$ cat config.mk
export PLATFORM = sky130hd
export DESIGN_NAME = uart_rx
export DESIGN_NICKNAME = d
export VERILOG_FILES = /design/src/rtl/uart_rx.sv
export SDC_FILE = /design/constraint.sdc
export NUM_CORES = 1
export LEC_CHECK = 0
export ABC_AREA = 1
export CAP_MARGIN = 20
export CORE_ASPECT_RATIO = 1.25
export CORE_MARGIN = 2
export CORE_UTILIZATION = 40
export CTS_BUF_LIST = sky130_fd_sc_hd__clkbuf_8 sky130_fd_sc_hd__clkbuf_16
export CTS_CLUSTER_DIAMETER = 120
export DETAILED_ROUTE_END_ITERATION = 8
export GPL_TIMING_DRIVEN = 0
export PLACE_DENSITY = 0.64
export RECOVER_POWER = 100
export SLEW_MARGIN = 20
export SYNTH_ARGS = -nofsm -noshare
export SYNTH_HDL_FRONTEND = slang
export SYNTH_SLANG_ARGS = --single-unit
$ cat constraint.sdc
create_clock -name clk -period 4.9 [get_ports clk]
set_input_delay 0.98 -clock clk [delete_from_list [all_inputs] [get_ports clk]]
set_output_delay 0.98 -clock clk [all_outputs]
set_load 0.005 [all_outputs]
$ cat src/rtl/uart_rx.sv
// uart_rx: 16x oversampling RS-232 receiver with a show-ahead byte FIFO.
// Frames 8N1 by default; define UART_RX_PARITY_EN for 8E1 with a live parity_error.
module uart_rx #(
  parameter int unsigned BAUD_DIV   = 14,
  parameter int unsigned FIFO_DEPTH = 8
) (
  input  logic       clk,
  input  logic       reset,
  input  logic       rx,
  input  logic       host_ready,
  output logic       host_valid,
  output logic [7:0] host_byte,
  output logic       frame_error,
  output logic       parity_error,
  output logic       overrun
);

  localparam int unsigned AW   = $clog2(FIFO_DEPTH);
  localparam int unsigned DivW = (BAUD_DIV > 1) ? $clog2(BAUD_DIV) : 1;
  localparam logic [DivW-1:0] DivMax = DivW'(BAUD_DIV - 1);

  typedef enum logic [2:0] {
    StIdle,
    StStart,
    StData,
`ifdef UART_RX_PARITY_EN
    StParity,
`endif
    StStop
  } state_e;

  state_e          state_q, state_d;
  logic            rx_meta_q, rxs_q, rxs_prev_q;
  logic [1:0]      warm_q;
  logic [DivW-1:0] div_q, div_d;
  logic [7:0]      s_q, s_d;
  logic [1:0]      smp_q, smp_d;
  logic [7:0]      shreg_q, shreg_d;
  logic            good_q, good_d;
  logic            ferr_q, ferr_d;
  logic [AW:0]     wr_ptr_q, wr_ptr_d, rd_ptr_q, rd_ptr_d;
  logic [7:0]      mem_q [FIFO_DEPTH];
`ifdef UART_RX_PARITY_EN
  logic            perr_q, perr_d;
  logic            perr_pulse_q, perr_pulse_d;
`endif

  logic tick, sample_pt, maj, fall, full, push, pop;

  // Two-flop synchroniser plus edge register. warm_q keeps the edge detector blind
  // until rxs_q carries real line data, so a line held low across reset is ignored.
  always_ff @(posedge clk or posedge reset) begin
    if (reset) begin
      rx_meta_q  <= 1'b1;
      rxs_q      <= 1'b1;
      warm_q     <= 2'b00;
      rxs_prev_q <= 1'b0;
    end else begin
      rx_meta_q  <= rx;
      rxs_q      <= rx_meta_q;
      warm_q     <= {warm_q[0], 1'b1};
      rxs_prev_q <= warm_q[1] ? rxs_q : 1'b0;
    end
  end

  assign fall      = warm_q[1] && rxs_prev_q && !rxs_q;
  assign tick      = (state_q != StIdle) && (div_q == DivMax);
  // Majority is resolved on the tick after the bit centre, using ticks c-1, c, c+1.
  assign sample_pt = tick && (s_q[3:0] == 4'd9);
  assign maj       = (smp_q[1] & smp_q[0]) | (smp_q[1] & rxs_q) | (smp_q[0] & rxs_q);

  // Framing FSM, baud divider and sample counter next-state.
  always_comb begin
    state_d = state_q;
    div_d   = div_q;
    s_d     = s_q;
    smp_d   = smp_q;
    shreg_d = shreg_q;
    good_d  = 1'b0;
    ferr_d  = 1'b0;
`ifdef UART_RX_PARITY_EN
    perr_d       = perr_q;
    perr_pulse_d = 1'b0;
`endif
    if (state_q != StIdle) begin
      if (tick) begin
        div_d = '0;
        s_d   = s_q + 8'd1;
        smp_d = {smp_q[0], rxs_q};
      end else begin
        div_d = div_q + DivW'(1);
      end
    end
    case (state_q)
      StIdle: begin
        if (fall) begin
          state_d = StStart;
          div_d   = '0;
          s_d     = '0;
`ifdef UART_RX_PARITY_EN
          perr_d  = 1'b0;
`endif
        end
      end
      StStart: begin
        if (sample_pt) state_d = maj ? StIdle : StData;
      end
      StData: begin
        if (sample_pt) begin
          shreg_d = {maj, shreg_q[7:1]};
          if (s_q[7:4] == 4'd8) begin
`ifdef UART_RX_PARITY_EN
            state_d = StParity;
`else
            state_d = StStop;
`endif
          end
        end
      end
`ifdef UART_RX_PARITY_EN
      StParity: begin
        if (sample_pt) begin
          perr_d  = maj ^ (^shreg_q);
          state_d = StStop;
        end
      end
`endif
      StStop: begin
        if (sample_pt) begin
          state_d = StIdle;
          if (!maj) begin
            ferr_d = 1'b1;
`ifdef UART_RX_PARITY_EN
          end else if (perr_q) begin
            perr_pulse_d = 1'b1;
`endif
          end else begin
            good_d = 1'b1;
          end
        end
      end
      default: state_d = StIdle;
    endcase
  end

  // Framing state registers.
  always_ff @(posedge clk or posedge reset) begin
    if (reset) begin
      state_q <= StIdle;
      div_q   <= '0;
      s_q     <= '0;
      smp_q   <= 2'b11;
      shreg_q <= '0;
      good_q  <= 1'b0;
      ferr_q  <= 1'b0;
`ifdef UART_RX_PARITY_EN
      perr_q       <= 1'b0;
      perr_pulse_q <= 1'b0;
`endif
    end else begin
      state_q <= state_d;
      div_q   <= div_d;
      s_q     <= s_d;
      smp_q   <= smp_d;
      shreg_q <= shreg_d;
      good_q  <= good_d;
      ferr_q  <= ferr_d;
`ifdef UART_RX_PARITY_EN
      perr_q       <= perr_d;
      perr_pulse_q <= perr_pulse_d;
`endif
    end
  end

  // FIFO control. Full is judged in the push cycle so a same-cycle pop makes room.
  assign full       = (wr_ptr_q[AW] != rd_ptr_q[AW]) && (wr_ptr_q[AW-1:0] == rd_ptr_q[AW-1:0]);
  assign host_valid = (wr_ptr_q != rd_ptr_q);
  assign pop        = host_valid && host_ready;
  assign push       = good_q && (!full || pop);
  assign overrun    = good_q && full && !pop;
  assign host_byte  = mem_q[rd_ptr_q[AW-1:0]];
  assign frame_error = ferr_q;
`ifdef UART_RX_PARITY_EN
  assign parity_error = perr_pulse_q;
`else
  assign parity_error = 1'b0;
`endif

  // Pointer next-state; pointers wrap modulo 2*FIFO_DEPTH.
  always_comb begin
    wr_ptr_d = wr_ptr_q + {{AW{1'b0}}, push};
    rd_ptr_d = rd_ptr_q + {{AW{1'b0}}, pop};
  end

  // FIFO storage and pointers.
  always_ff @(posedge clk or posedge reset) begin
    if (reset) begin
      wr_ptr_q <= '0;
      rd_ptr_q <= '0;
      for (int i = 0; i < FIFO_DEPTH; i++) mem_q[i] <= '0;
    end else begin
      wr_ptr_q <= wr_ptr_d;
      rd_ptr_q <= rd_ptr_d;
      if (push) mem_q[wr_ptr_q[AW-1:0]] <= shreg_q;
    end
  end

endmodule

* After elaboration in Yosys (flattened, before gate mapping)
Index checks and enable logic that the tools add are counted.
Widths: inputs -> output; s select.
** Word-level totals
- Bits in registers :: 104
- Word-level logic and storage cells :: 96
- Output and inout bits :: 12
- Bits of input ports :: 4
** Operators by class
- $add $sub $neg :: 4
- Order comparisons :: 3
- Multiplexer cells :: 28
- Bitwise gates (word level) :: 7
- Reductions and logical operators :: 19
- Eq/ne operators :: 14
** Operators with widths (number)
- $bwmux 64 :: 1
- $mux 8 :: 7
- $bmux 8 s3 :: 1
- $demux 8 s3 :: 1
- $mux 4 :: 4
- $mux 3 :: 5
- $eq 4x4->1 const B :: 3
- $pmux 3 s4 :: 1
- $logic_and 1x1->1 :: 10
- $ne 2x2->1 const B :: 5
- $add 4x1->4 :: 2
- $add 8x1->8 const B :: 1
- $ge 4x4->1 const B :: 2
- $not 3->4 :: 2
- $mux 1 :: 7
- $eq 3x2->1 const B :: 2
- $reduce_and 5->1 :: 1
- $add 4x1->4 const B :: 1
- $lt 4x1->1 const B :: 1
- $ne 4x4->1 :: 1
- $reduce_and 2->1 :: 2
- $and 1x1->1 :: 3
- $eq 3x1->1 const B :: 1
- $eq 3x3->1 :: 1
- 7 further kinds :: 10

* Longest topological paths before layout
- Depth after elaboration :: 6
- Gate-level depth with buffers :: 10
- Gate-level depth less buffers :: 9

* Least setup slack after synthesis
Ideal clock, no wire load.
- Path kind :: input to output
- Start point :: input port host_ready
- End point :: output port overrun
- Slack :: 2.304 ns
- Data required time :: 3.920 ns
- Buffers on the path :: 1
- Data arrival time :: 1.616 ns
- Stages :: 4
- Cell sequence :: nor2_1 > nand3_4 > buf_2 > nor2_1
** On the way
- Cells in the longest elaborated chain, start to end :: 3
** RTL lines
- from (decl) :: line 10 : input logic host_ready,
- $logic_and 1x1->1 :: line 178 : assign pop = host_valid && host_ready;
- $logic_not 1->1 :: line 180 : assign overrun = good_q && full && !pop;
- $logic_and 1x1->1 :: line 180
- to (decl) :: line 15 : output logic overrun
Every way passes these cells.

* Final worst setup path
Same ends and word-level chain as after synthesis.

==> results.sh <==
export IMPL_placed_cells=802
export IMPL_synth_commonest_cells="nand2_1 (190), dfrtp_1 (99), nand4_1 (67)"
export IMPL_slew_viol_final=72
export IMPL_cp_startpoint="host_ready"
export IMPL_hold_depth=0
export IMPL_dp_hpwl_um=9230
export IMPL_wl_per_cell_um=15.9
export IMPL_rsz0062_at_grt="no"
export IMPL_synthArstFlopShare_pct=100
export IMPL_grt_pass1_wl_um=21700
export IMPL_r2r_end="mem_q[15]"
export IMPL_gp_congestion=0.949
export IMPL_period_share_pct=82.3
export IMPL_hold_violations=0
export IMPL_nets=657
export IMPL_syn_to_final_growth_pct=10.5
export IMPL_cts_setup_buffers=0
export IMPL_cts_made_buffers=9
export IMPL_rows=46
export IMPL_io_pins=16
export IMPL_cts_tree="done"
export IMPL_drc=0
export IMPL_power_density_nw_per_um2=447
export IMPL_setup_tns_ns=0
export IMPL_critical_path_class="input pin to output pin"
export IMPL_path_max_fanout=10
export IMPL_ctsHoldBuffers=0
export IMPL_grt_antenna_before_repair=0
export IMPL_synth_seq_cells=103
export IMPL_status="finished, violations left"
export IMPL_first_iter_violations=358
export IMPL_final_cells=818
export IMPL_crit_arrival_ns=3.05
export IMPL_n_antenna_cell=0
export IMPL_max_cap_viol_count=2
export IMPL_yosysMostFrequentCell="nand2_1"
export IMPL_dieArea_um2=13700
export IMPL_violations="capacitance limit, slew limit"
export IMPL_max_clock_freq_ghz=0.248
export IMPL_grt_max_degree=72
export IMPL_dr_pass1_iters=5
export IMPL_chipHeight_um=130
export IMPL_yosysSeqAreaShare_pct=50.6
export IMPL_relSlewSlack_pct=-16.2
export IMPL_ys_types=34
export IMPL_core_um2=12600
export IMPL_syn_num_nets=631
export IMPL_htree_levels=3
export IMPL_clk_pin_slew_worst_paths_ns=0.06
export IMPL_clk_latency_ns=0.35
export IMPL_rrSetupSlack_ns=2.21
export IMPL_port_buffers=14
export IMPL_hp_class="register to register"
export IMPL_ys_flop_type="dfrtp_1"
export IMPL_rr_startpoint="rd_ptr_q[1]"
export IMPL_postSynthCellCount=619
export IMPL_vias_per_cell=5.32
export IMPL_tightest_slew_ns=1.74
export IMPL_worst_clock_skew_ns=0.00701
export IMPL_vias=4353
export IMPL_endpoint="overrun"
export IMPL_holdWs_ns=0.355
export IMPL_crit_required_ns=3.92
export IMPL_cts_root_buf="clkbuf_16"
export IMPL_grt_ovfl_total=0
export IMPL_die_w_um=105
export IMPL_reg2reg_depth=10
export IMPL_layout_min_cycle_time_ns=4.03
export IMPL_routed_wl_um=13000
export IMPL_ant_nets=0
export IMPL_p_leak_nw=2.82
export IMPL_synth_top_area_share_pct=48.5
export IMPL_synthTopCellsByArea="dfrtp_1 (49%), nand2_1 (14%), nand4_1 (8.2%), o21ai_0 (4.7%), nor2_1 (4.1%)"
export IMPL_cts_sinks=103
export IMPL_start_util_pct=40.5
export IMPL_track_usage_pct=20.5
export IMPL_clock_path_buffers=2
export IMPL_yosysTopAreaCell="dfrtp_1"
export IMPL_synthesis_area_um2=5110
export IMPL_synth_edf_count=0
export IMPL_fillers=1268
export IMPL_start_kind="input pin"
export IMPL_postSynthAreaPerCell_um2=8.25
export IMPL_drive_above_1_share_pct=5.69
export IMPL_yosysWarnings=0
export IMPL_cts_resized=0
export IMPL_first_global_vias=4323
export IMPL_ir_worst_vdd_mv=0.194
export IMPL_end_kind="output pin"
export IMPL_finalSetupViolations=0
## state kept, by name (all words and copies together), names as in the netlist
register     flops
mem_q           64
s_q              8
shreg_q          8
div_q            4
rd_ptr_q         4
wr_ptr_q         4
smp_q            2
state_q          2
warm_q           2
frame_error      1
good_q           1
rx_meta_q        1
rxs_prev_q       1
rxs_q            1
## kinds of logic (layout without fill, tap and decap cells)
group	count (synthesis)	after routing	share of synthesized area, %
and+or+nand+nor	346	346	30.8
DFF	103	103	50.6
AOI/OAI and AO/OA	78	78	8.41
buffers and inverters	75	106	6.96
adders and majority gates	8	8	1.96
xor gates and xnor gates	7	7	1.20
other	2	2	0.147
## final cells by class
class                   instances  area (µm²)  area share, %
repair buffers                 15         145           2.57
flip-flops and latches        103        2580           45.8
clock buffers                  10         239           4.24
well taps                     168         210           3.73
clock inverters                 6        52.6          0.931
inverters                      36         136           2.42
multi-input cells             441        2120           37.5
plain buffers                  39         159           2.82
## power by group
| group | switching (mW) | leakage, nW | internal [mW] |
|---|---|---|---|
| clock | 0.310 | 0.155 | 0.404 |
| sequential | 0.0585 | 1.38 | 0.925 |
| combinational | 0.525 | 1.29 | 0.298 |
| total | 0.894 | 2.82 | 1.63 |
## placed cells by master (no fill, tap or decap), types with 5 or more instances in the layout
| cell | Yosys | final |
|---|---|---|
| nand2_1 | 190 | 190 |
| clkbuf_16 | 0 | 9 |
| nor2_1 | 56 | 59 |
| o21ai_0 | 48 | 48 |
| nor2_2 | 6 | 5 |
| dlygate4sd3_1 | 0 | 13 |
| o22ai_1 | 16 | 16 |
| a21oi_1 | 8 | 8 |
| nand4_1 | 67 | 67 |
| clkbuf_1 | 15 | 27 |
| ha_1 | 8 | 8 |
| dfrtp_1 | 99 | 99 |
| xor2_1 | 5 | 5 |
| buf_1 | 6 | 6 |
| nand3_1 | 19 | 20 |
| inv_1 | 34 | 35 |
## through the flow
stage               utilization, %  power (mW)  instance area [µm²]  worst slack, ns
floorplan                        -        1.56                 5110             1.22
global placement              43.3        1.86                 5460           -0.376
detailed placement            43.5        1.88                 5490             1.24
CTS                           45.9        2.60                 5780             1.23
global route                  44.8        2.68                 5640            0.571
finish                        44.8        2.52                 5640            0.867
## critical path: stages
cell             delay, ns
dlygate4sd3_1         0.55
nor2_1                0.16
nand3_1               0.38
clkbuf_1              0.33
nor2_1                0.13
clkdlybuf4s50_1       0.51
## metal layers
layer	GRT usage (%)	wire, µm	up-vias
met5	0	0	-
met4	11.5	524	0
met3	2.60	586	36
met2	34.3	6290	129
met1	25.8	5570	2077
li1	-	-	2111
## how the worst min path moves through the flow
| stage | startpoint | endpoint | slack, ns |
|---|---|---|---|
| finish | warm_q[0] | warm_q[1] | 0.35 |
| global route | rx_meta_q | rxs_q | 0.37 |
| CTS | rx_meta_q | rxs_q | 0.36 |
| detailed placement | warm_q[0] | warm_q[1] | 0.34 |
| global placement | warm_q[0] | warm_q[1] | 0.33 |
| floorplan | warm_q[0] | warm_q[1] | 0.33 |
(Power assumes the default switching activity.)
